<file path="src/rtl/fetch_unit_pkg.sv">
// Shared types and constants for the instruction-fetch stage.
package fetch_unit_pkg;

  localparam int XLEN = 32;

  localparam logic [XLEN-1:0] RESET_PC_DEFAULT = 32'h0040_0000;
  localparam logic [XLEN-1:0] NOP_INSTR        = 32'h0000_0013;
  localparam logic [XLEN-1:0] PC_STEP          = 32'd4;

  // One buffered instruction together with the PC it was fetched from.
  typedef struct packed {
    logic [XLEN-1:0] pc;
    logic [XLEN-1:0] instr;
  } fetch_entry_t;

  // Sequential next PC; wraps naturally at 2^XLEN.
  function automatic logic [XLEN-1:0] pc_inc(input logic [XLEN-1:0] pc);
    return pc + PC_STEP;
  endfunction

endpackage

</file>
<file path="src/rtl/fetch_buffer.sv">
// Two-entry registered FIFO holding fetched {pc, instr} pairs.
// Slot 0 is always the head, so the head outputs come straight from flops.
module fetch_buffer
  import fetch_unit_pkg::*;
(
  input  logic         clk,
  input  logic         rst,
  input  logic         push,
  input  logic         pop,
  input  logic         flush,
  input  fetch_entry_t din,
  output logic [1:0]   count,
  output logic         head_valid,
  output fetch_entry_t head
);

  fetch_entry_t slot0;
  fetch_entry_t slot1;

  // Storage and occupancy; flush beats push/pop, and the owner never
  // pushes into a full buffer without a simultaneous pop.
  always_ff @(posedge clk or posedge rst) begin
    if (rst) begin
      count <= 2'd0;
      slot0 <= '0;
      slot1 <= '0;
    end else if (flush) begin
      count <= 2'd0;
    end else begin
      case ({push, pop})
        2'b10: begin
          if (count == 2'd0) slot0 <= din;
          else               slot1 <= din;
          count <= count + 2'd1;
        end
        2'b01: begin
          slot0 <= slot1;
          count <= count - 2'd1;
        end
        2'b11: begin
          if (count == 2'd1) begin
            slot0 <= din;
          end else begin
            slot0 <= slot1;
            slot1 <= din;
          end
        end
        default: begin
        end
      endcase
    end
  end

  assign head_valid = (count != 2'd0);
  assign head       = slot0;

endmodule

</file>
<file path="src/rtl/fetch_unit.sv">
// Instruction-fetch stage: owns the PC, drives the ROM address, captures
// the returned word into a 2-entry buffer and presents it to decode.
//
// Decode handshake: Instr_Valid_o/Instr_o/Instr_PC_o/Instr_PC_Plus4_o come
// from registers only; a transfer happens on a rising edge where
// Instr_Valid_o & Instr_Ready_i, and while valid is high without ready the
// head payload is held unchanged. Instr_Valid_o never depends on
// Instr_Ready_i. A redirect flushes everything except a head transferred
// on that same edge.
module fetch_unit
  import fetch_unit_pkg::*;
#(
  parameter int                    DATA_WIDTH = 32,
  parameter logic [DATA_WIDTH-1:0] RESET_PC   = RESET_PC_DEFAULT,
  parameter int                    BUF_DEPTH  = 2
) (
  input  logic                  clk,
  input  logic                  reset,
  output logic [DATA_WIDTH-1:0] Fetch_Address_o,
  input  logic [DATA_WIDTH-1:0] Instruction_i,
  input  logic                  Redirect_i,
  input  logic [DATA_WIDTH-1:0] Redirect_Target_i,
  output logic                  Instr_Valid_o,
  input  logic                  Instr_Ready_i,
  output logic [DATA_WIDTH-1:0] Instr_o,
  output logic [DATA_WIDTH-1:0] Instr_PC_o,
  output logic [DATA_WIDTH-1:0] Instr_PC_Plus4_o,
  output logic                  Misaligned_o
);

  localparam logic [1:0] BUF_FULL = 2'(BUF_DEPTH);

  logic [DATA_WIDTH-1:0] pc;
  logic [DATA_WIDTH-1:0] redirect_pc;
  logic [1:0]            buf_count;
  logic                  buf_full;
  logic                  head_valid;
  fetch_entry_t          head;
  fetch_entry_t          din;
  logic                  push;
  logic                  pop;

  assign Fetch_Address_o = pc;
  assign redirect_pc     = {Redirect_Target_i[DATA_WIDTH-1:2], 2'b00};

  assign buf_full = (buf_count == BUF_FULL);
  assign pop      = head_valid & Instr_Ready_i;
  assign push     = ~Redirect_i & (~buf_full | pop);

  assign din.pc    = pc;
  assign din.instr = Instruction_i;

  // Program counter: redirect wins, otherwise advance only when the word
  // presented this cycle is actually captured (stall re-presents it).
  always_ff @(posedge clk or posedge reset) begin
    if (reset)           pc <= RESET_PC;
    else if (Redirect_i) pc <= redirect_pc;
    else if (push)       pc <= pc_inc(pc);
  end

  // Sticky misaligned-target flag, cleared only by reset.
  always_ff @(posedge clk or posedge reset) begin
    if (reset)                                         Misaligned_o <= 1'b0;
    else if (Redirect_i && (Redirect_Target_i[1:0] != 2'b00)) Misaligned_o <= 1'b1;
  end

  fetch_buffer u_buf (
    .clk        (clk),
    .rst        (reset),
    .push       (push),
    .pop        (pop),
    .flush      (Redirect_i),
    .din        (din),
    .count      (buf_count),
    .head_valid (head_valid),
    .head       (head)
  );

  assign Instr_Valid_o    = head_valid;
  assign Instr_o          = head_valid ? head.instr     : NOP_INSTR;
  assign Instr_PC_o       = head_valid ? head.pc        : '0;
  assign Instr_PC_Plus4_o = head_valid ? pc_inc(head.pc) : '0;

endmodule

</file>
<file path="config.mk">
export PLATFORM = sky130hd
export DESIGN_NAME = fetch_unit
export DESIGN_NICKNAME = d
export VERILOG_FILES = /design/src/rtl/fetch_unit_pkg.sv /design/src/rtl/fetch_buffer.sv /design/src/rtl/fetch_unit.sv
export SDC_FILE = /design/constraint.sdc
export NUM_CORES = 1
export LEC_CHECK = 0
export BUFFER_PORTS_ARGS = -buffer_cell sky130_fd_sc_hd__buf_2
export CORE_ASPECT_RATIO = 0.5
export CORE_UTILIZATION = 53
export DETAILED_ROUTE_END_ITERATION = 8
export PLACE_DENSITY = 0.79
export SLEW_MARGIN = 20
export SYNTH_ARGS = -nofsm -noshare
export SYNTH_HDL_FRONTEND = slang
export SYNTH_SLANG_ARGS = --single-unit
</file>
<file path="constraint.sdc">
create_clock -name clk -period 6.4 [get_ports clk]
set_input_delay 1.6 -clock clk [delete_from_list [all_inputs] [get_ports clk]]
set_output_delay 1.6 -clock clk [all_outputs]
set_load 0.02 [all_outputs]
</file>
[Word-level counts from Yosys, hierarchy flattened]
Cells that the tools add are included.
Storage, ports and cells
  bits in registers: 163
  input bits: 68
  output and inout bits: 130
  word-level logic and storage cells: 47
Operators by class
  add/subtract/negate cells: 4
  equality and inequality tests: 8
  muxes and demuxes: 13
  bitwise logic cells: 5
  reduce and logical (&&, ||, !) cells: 10
Operators with widths (count)
  two-way mux 64 bit: 4
  one-hot mux 64 bit (3 select lines): 1
  two-way mux 32 bit: 5
  one-hot mux 64 bit (2 select lines): 1
  adder 32 x 3 -> 32 bit (second input constant): 2
  nonzero test 2 bit: 4
  equality test 2 bit (second input constant): 3
  nonzero test 3 bit: 2
  equality test 2 x 1 -> 1 bit (second input constant): 2
  != test 2 bit (second input constant): 2
  one-hot mux 2 bit (2 select lines): 1
  AND reduction 4 bit: 1
  AND reduction 3 bit: 1
  adder 2 x 1 -> 2 bit (second input constant): 1
  bitwise AND 1 bit: 2
  logical NOT 2 bit: 1
  two-way mux 2 bit: 1
  != test 2 x 1 -> 1 bit (second input constant): 1
  NOT 1 bit: 2
  subtractor 2 x 1 -> 2 bit (second input constant): 1
  logical AND 1 bit: 1
  OR 1 bit: 1

[Depth between registers and ports, before layout]
Gate-level depths: netlist of run 1.
  depth after elaboration: 7
  depth in mapped cells: 8
  gate-level depth less buffers: 7

[Modules after synthesis]
A second synthesis of run 1 with hierarchy kept.
Second synthesis, totals
  cell total of the unflattened synthesis: 765
  area total of the unflattened synthesis: 8772.2 um^2
By module, submodules not included
  fetch_buffer: times used 1, cells each 363, area an instance 5808.1 um^2, seq. area each 3253.1 um^2
  fetch_unit: times used 1, cells each 402, area an instance 2964.1 um^2, seq. area each 777.0 um^2

[Least setup slack after synthesis of run 1]
Ideal clock, no wire load.
  path type: reg2out
  start point: register u_buf.count[0]
  end point: output Instr_PC_Plus4_o[1]
  arrival: 1.745 ns
  required time: 4.800 ns
  path slack: 3.055 ns
  cell stages (with the launch flop): 7
  path buffers: 3
  cell sequence: dfrtp_1 > inv_1 > ha_1 > clkbuf_1 > clkbuf_1 > nor2b_1 > buf_4
Between the ends
  longest elaborated chain between the ends: 2
RTL lines
  start, declared: line fetch_buffer.sv:12  | output logic [1:0] count,
  start signal, assigned: line fetch_buffer.sv:34  | count <= count + 2'd1;
  start signal, assigned: line fetch_buffer.sv:38  | count <= count - 2'd1;
  nonzero test 2 bit: line fetch_buffer.sv:54  | assign head_valid = (count != 2'd0);
  two-way mux 32 bit: line fetch_unit.sv:82  | assign Instr_PC_Plus4_o = head_valid ? pc_inc(head.pc) : '0;
  end, declared: line fetch_unit.sv:27  | output logic [DATA_WIDTH-1:0] Instr_PC_Plus4_o,
Every way passes these cells.

[Worst setup path in the final report of run 1]
  start point: register u_buf.slot0 (netlist bit u_buf.head[34])
  end point: output Instr_PC_Plus4_o[26]
Between the ends
  longest elaborated chain between the ends: 2
RTL lines
  start, declared: line fetch_buffer.sv:17  | fetch_entry_t slot0;
  start signal, assigned: line fetch_buffer.sv:32  | if (count == 2'd0) slot0 <= din;
  start signal, assigned: line fetch_buffer.sv:37  | slot0 <= slot1;
  start signal, assigned: line fetch_buffer.sv:42  | slot0 <= din;
  adder 32 x 3 -> 32 bit: line fetch_unit_pkg.sv:18  | return pc + PC_STEP;
  two-way mux 32 bit: line fetch_unit.sv:82
Every way passes these cells.

==> impl_metrics.json, run 1 <==
{
  "cts_root_buffer": "clkbuf_16",
  "die_y_um": 90.2,
  "clkTransAtPathRegs_ns": 0.07,
  "crit_path_start_kind": "flip-flop",
  "clock_sinks": 158,
  "grt_first_pass_wirelength_mm": 31.0,
  "synth-simple-area-share_pct": 18.7,
  "ys_async_sr_fraction_pct": 100,
  "period_share_pct": 64.3,
  "start_util_pct": 55.6,
  "r2r-start": "u_buf.count[0]",
  "first_pass_iters": 5,
  "htreeDepth": 4,
  "synthesis.area_um2": 8240,
  "avgSynthCellArea_um2": 10.2,
  "drive_gt1_share_pct": 31.4,
  "ys_ff_latch": 158,
  "die_w_um": 178,
  "grt_max_degree": 126,
  "cts_hold_buf": 0,
  "die-area_um2": 16100,
  "clockBufferDepth": 2,
  "reg2reg_depth": 7,
  "design_area_um2": 9840,
  "fin_nets": 1049,
  "status": "finished, final reports clean",
  "drc": 0,
  "synth_cell_types": 40,
  "diodes": 0,
  "synthXorXnorAreaFrac_pct": 5.85,
  "cts_inserted_buffers": 17,
  "arrival_ns": 2.52,
  "finClkSkew_ns": 0.00956,
  "cp_max_fo": 12,
  "crit_start": "u_buf.head[34]",
  "worst-setup-path-type": "flip-flop to output port",
  "slew_headroom_pct": 33.6,
  "grt_util_all_layers_pct": 24.4,
  "drt_iter0_markers": 351,
  "tns_ns": 0,
  "hp-class": "flip-flop to flip-flop",
  "port_buffers": 195,
  "yosys_warnings": 0,
  "power.total_mw": 5.23,
  "synth-compound-area-share_pct": 6.77,
  "r2r_setup_slack_ns": 3.27,
  "cts_tree": "yes",
  "grt_pass1_vias": 6214,
  "hold_viol": 0,
  "synth_edf_count": 0,
  "io_pins": 198,
  "wl_per_cell_um": 15.9,
  "ant_nets": 0,
  "vias": 6450,
  "critical_path.endpoint": "Instr_PC_Plus4_o[26]",
  "fill_cells": 1213,
  "drt-total-wl_mm": 18.9,
  "setup_viol": 0,
  "synth.area.mux_share_pct": 16.1,
  "period_needed_ns": 4.12,
  "synth_flop_cell": "dfrtp_1",
  "synth_adder_area_share_pct": 0.759,
  "gr-total-overflow": 0,
  "cp.required_ns": 4.80,
  "place.gp.congestion": 0.842,
  "max_freq_ghz": 0.243,
  "worstMarginPinSlew_ns": 0.996,
  "cellLeakagePower_nw": 4.73,
  "drv_slew": 0,
  "ir_drop_mv": 0.278,
  "rsz0062_at_grt": "no",
  "antenna_found_initial": 0,
  "seq_area_frac_synth_pct": 48.0,
  "powerDensity_nw_per_um2": 531,
  "postCtsSetupBuffers": 0,
  "synth_top_family_by_area": "simple AND/OR/NAND/NOR gates",
  "dpl_cell_area_um2": 9270,
  "reg2reg_to": "u_buf.head[26]",
  "post_cts_resized": 0,
  "rows": 31,
  "insertion_delay_ns": 0.41,
  "cap_violations": 0,
  "syn_inst": 810,
  "coreArea_um2": 14800,
  "vias_per_cell": 5.43,
  "syn_to_final_growth_pct": 19.5,
  "crit_path_end_kind": "output port",
  "dp_hpwl_mm": 12.9
}
-- layer usage --
layer	vias to the layer above	GRT usage, %	share of wire (%)
met5	-	0	0
met4	0	5.79	0.88
met3	19	3.81	4.6
met2	186	38.2	47
met1	3138	35.5	48
li1	3107	-	-
-- registers in the layout, summed over array words and instances, names as in the netlist --
| name | cells |
|---|---|
| u_buf.count | 2 |
| u_buf.head | 63 |
| Fetch_Address_o | 30 |
| u_buf.slot1 | 62 |
| Misaligned_o | 1 |
-- critical path: stages (launching register included) --
cell     delay, ns
dfrtp_1       0.49
ha_1          0.25
and3_1        0.53
nand3_1       0.17
or3_1         0.33
a21oi_1       0.14
buf_2         0.20
-- cell type report --
class,count,area [µm²],area share (%)
clock buffers,20,467,4.74
repair buffers,201,1020,10.4
well taps,198,248,2.52
inverters,9,38.8,0.394
multi-input cells,589,4010,40.7
flip-flops and latches,158,3960,40.2
clock inverters,12,103,1.04
-- cells by family (layout without fill, tap and decap cells) --
kind of cell / count (synthesis) / after routing
buffers and inverters: 64 / 242
XOR/XNOR: 55 / 55
other: 1 / 2
AO/OA/AOI/OAI: 105 / 105
AND/OR/NAND/NOR: 297 / 297
adder cells (fa/ha/maj): 5 / 5
multiplexers: 125 / 125
flip-flops: 158 / 158
-- placed cells by master, fill, tap and decap left out, drive strengths merged --
| cell type | n |
|---|---|
| clkinv | 5 |
| clkinvlp | 2 |
| xnor2 | 23 |
| or2 | 3 |
| nor3 | 10 |
| o21ai | 35 |
| or4 | 2 |
| xor2 | 32 |
| o211ai | 1 |
| nor2b | 62 |
| clkbuf | 20 |
| buf | 201 |
| inv | 14 |
| nor4 | 5 |
| ha | 5 |
| and2b | 1 |
| nand3 | 23 |
| nand2b | 2 |
| nand2 | 46 |
| a21oi | 66 |
| nor2 | 100 |
| mux2 | 62 |
| nand4 | 21 |
| and4 | 7 |
| conb | 2 |
| or3 | 1 |
| dfstp | 1 |
| mux2i | 63 |
| dfrtp | 157 |
| and3 | 13 |
| o2111ai | 1 |
| a21o | 1 |
| o2111a | 1 |
| and2 | 1 |
-- through the flow --
step | setup slack (ns) | hold slack, ns | util [%] | instances
3_5_place_dp | 2.56 | 0.451 | 62.6 | 1155
4_1_cts | 2.32 | 0.471 | 66.4 | 1187
2_1_floorplan | 0.538 | 0.449 | - | 811
5_1_grt | 2.17 | 0.512 | 66.4 | 1187
3_3_place_gp | 2.62 | 0.446 | 62.6 | 1155
6_report | 2.28 | 0.468 | 66.4 | 1187
-- synthesized netlist by cell type (2+ instances only) --
| master | count | share of area, % |
|---|---|---|
| xnor2_1 | 23 | 2.4 |
| and4_1 | 7 | 0.74 |
| nor2_1 | 100 | 4.6 |
| nor3_1 | 8 | 0.49 |
| nand2_1 | 46 | 2.1 |
| nand2b_1 | 2 | 0.15 |
| nand3_1 | 22 | 1.3 |
| o21ai_0 | 34 | 2.1 |
| nand4_1 | 20 | 1.5 |
| inv_1 | 9 | 0.41 |
| xor2_1 | 32 | 3.4 |
| or4_1 | 2 | 0.18 |
| buf_2 | 18 | 1.1 |
| and3_1 | 13 | 0.99 |
| nor4_2 | 2 | 0.30 |
| ha_1 | 5 | 0.76 |
| mux2i_1 | 63 | 7.7 |
| clkbuf_1 | 24 | 1.1 |
| dfrtp_1 | 157 | 48 |
| buf_4 | 13 | 1.2 |
| mux2_2 | 62 | 8.5 |
| nor2b_1 | 62 | 4.7 |
| or2_2 | 3 | 0.23 |
| a21oi_1 | 66 | 4.0 |
| nor4_1 | 2 | 0.15 |
-- how the worst min path moves through the flow --
| stage | startpoint | to | slack, ns | cells after the start |
|---|---|---|---|---|
| finish | Misaligned_o | Misaligned_o | 0.47 | 1 |
| global route | Misaligned_o | Misaligned_o | 0.51 | 1 |
| CTS | Misaligned_o | Misaligned_o | 0.47 | 1 |
| detailed placement | Misaligned_o | Misaligned_o | 0.45 | 1 |
| global placement | Misaligned_o | Misaligned_o | 0.45 | 1 |
| floorplan | u_buf.slot1[53] | u_buf.slot1[53] | 0.45 | 2 |
-- power by group --
group          internal, mW  leakage, nW  switching [mW]
Sequential             1.43         1.85           0.361
Clock                 0.537        0.275           0.423
Combinational         0.999         2.61            1.48
Power figures use the tool's default switching activity.
==> run 2, diff against run 1 <==
==> constraint.sdc (replaced) <==
create_clock -name clk -period 4.1 [get_ports clk]
set_input_delay 1.025 -clock clk [delete_from_list [all_inputs] [get_ports clk]]
set_output_delay 1.025 -clock clk [all_outputs]
set_load 0.02 [all_outputs]
==> run 2 against run 1 <==
Via count is 0.37% lower. Critical path depth is the same. Combinational power increased by 57%. Clock power up 61%. Utilization up 0.44 points. Setup slack got worse by 1.6 ns. Worst hold slack improved by 0.0064 ns. Die area stayed put. Clock-buffer cell count fell by 3. Total power up 57%. Sequential cell count unchanged. Highest routed layer unchanged.
==> impl_metrics.json, run 2 (synthesis results as in run 1) <==
{
  "status": "finished, final reports clean",
  "place.gp.congestion": 0.859,
  "fin_nets": 1050,
  "rows": 31,
  "fin_ws_ns": 0.668,
  "max_freq_ghz": 0.291,
  "cts_root_buffer": "clkbuf_16",
  "design_area_um2": 9910,
  "postCtsSetupBuffers": 0,
  "cellLeakagePower_nw": 4.75,
  "hold_ws_ns": 0.474,
  "worst-setup-path-type": "flip-flop to output port",
  "slew_headroom_pct": 33.9,
  "fin_cells": 1188,
  "fill_cells": 1167,
  "io_pins": 198,
  "coreArea_um2": 14800,
  "die_y_um": 90.2,
  "finClkSkew_ns": 0.0112,
  "powerDensity_nw_per_um2": 830,
  "largest_register_ffs": 63,
  "start_util_pct": 55.6,
  "setup_viol": 0,
  "vias": 6426,
  "pre_cts_slack_ns": 1.11,
  "dpl_cell_area_um2": 9330,
  "drc": 0,
  "drive_gt1_share_pct": 31.5,
  "grt_first_pass_wirelength_mm": 31.0,
  "syn_to_final_growth_pct": 20.3,
  "port_buffers": 195,
  "grt_max_degree": 126,
  "arrival_ns": 2.41,
  "crit_path_end_kind": "output port",
  "period_needed_ns": 3.43,
  "gr-total-overflow": 0,
  "worstMarginPinSlew_ns": 0.992,
  "vias_per_cell": 5.41,
  "die-area_um2": 16100,
  "grt_pass1_vias": 6122,
  "hold_depth": 1,
  "clock_sinks": 158,
  "ir_drop_mv": 0.524,
  "drv_slew": 0,
  "dp_hpwl_mm": 12.8,
  "mostFrequentLayoutCells": "buf_2, dfrtp_1, nor2_1, a21oi_1, mux2i_1",
  "tns_ns": 0,
  "clkTransAtPathRegs_ns": 0.07,
  "grt_util_all_layers_pct": 24.5,
  "cp_max_fo": 11,
  "die_w_um": 178,
  "rsz0062_at_grt": "no",
  "htreeDepth": 4,
  "hold_viol": 0,
  "cts_hold_buf": 0,
  "cts_tree": "yes",
  "clockBufferDepth": 2,
  "post_cts_resized": 0,
  "placed_cells": 1156,
  "drt-total-wl_mm": 18.9,
  "hp-class": "flip-flop to flip-flop",
  "wl_per_cell_um": 15.9,
  "drt_iter0_markers": 392,
  "period_share_pct": 83.7,
  "cap_violations": 0,
  "reg2reg_depth": 7,
  "cp.required_ns": 3.07,
  "first_pass_iters": 6,
  "cts_inserted_buffers": 17,
  "final_common_cell": "buf_2",
  "antenna_found_initial": 0,
  "crit_path_start_kind": "flip-flop",
  "diodes": 0,
  "ant_nets": 0,
  "insertion_delay_ns": 0.42
}
[run 2: per-layer routing]
layer  GRT usage, %  up-vias  part of all wire (%)
li1               -     3111                     -
met4           5.44        0                  0.82
met1           34.5     3100                    48
met3           5.12       16                   5.6
met5              0        -                     0
met2           39.0      199                    46
[run 2: stage by stage]
step	power [mW]	utilization [%]
2_1_floorplan	5.57	-
3_3_place_gp	6.57	62.9
3_5_place_dp	6.70	62.9
4_1_cts	8.28	66.8
5_1_grt	8.77	66.9
6_report	8.23	66.9
[run 2: critical path: stages, from the launching register on]
cell and delay [ns]:
dfrtp_1 0.44, and3_1 0.22, and4_1 0.50, nand2_1 0.16, or4_1 0.42, nand2_1 0.10, buf_2 0.16
[run 2: worst paths after layout]
kind                           startpoint              endpoint  slack [ns]
min reg2reg                  Misaligned_o          Misaligned_o        0.47
max in group asynchronous           reset   Fetch_Address_o[22]        2.48
max                        u_buf.head[36]  Instr_PC_Plus4_o[15]        0.67
min in group asynchronous           reset        u_buf.head[27]        0.81
max reg2reg                u_buf.count[0]        u_buf.head[35]        1.17
min                          Misaligned_o          Misaligned_o        0.47
[run 2: layout make-up]
type                    instances  area [µm²]  share of cell area (%)
flip-flops and latches        158        3960                    39.9
repair buffers                202        1080                    10.9
clock buffers                  17         425                    4.29
clock inverters                15         153                    1.54
multi-input cells             589        4010                    40.4
inverters                       9        37.5                   0.379
well taps                     198         248                    2.50
[run 2: power by group]
group / internal [mW] / switching (mW)
Sequential: 2.23 / 0.548
Combinational: 1.57 / 2.33
Clock: 0.857 / 0.690
Total: 4.66 / 3.56
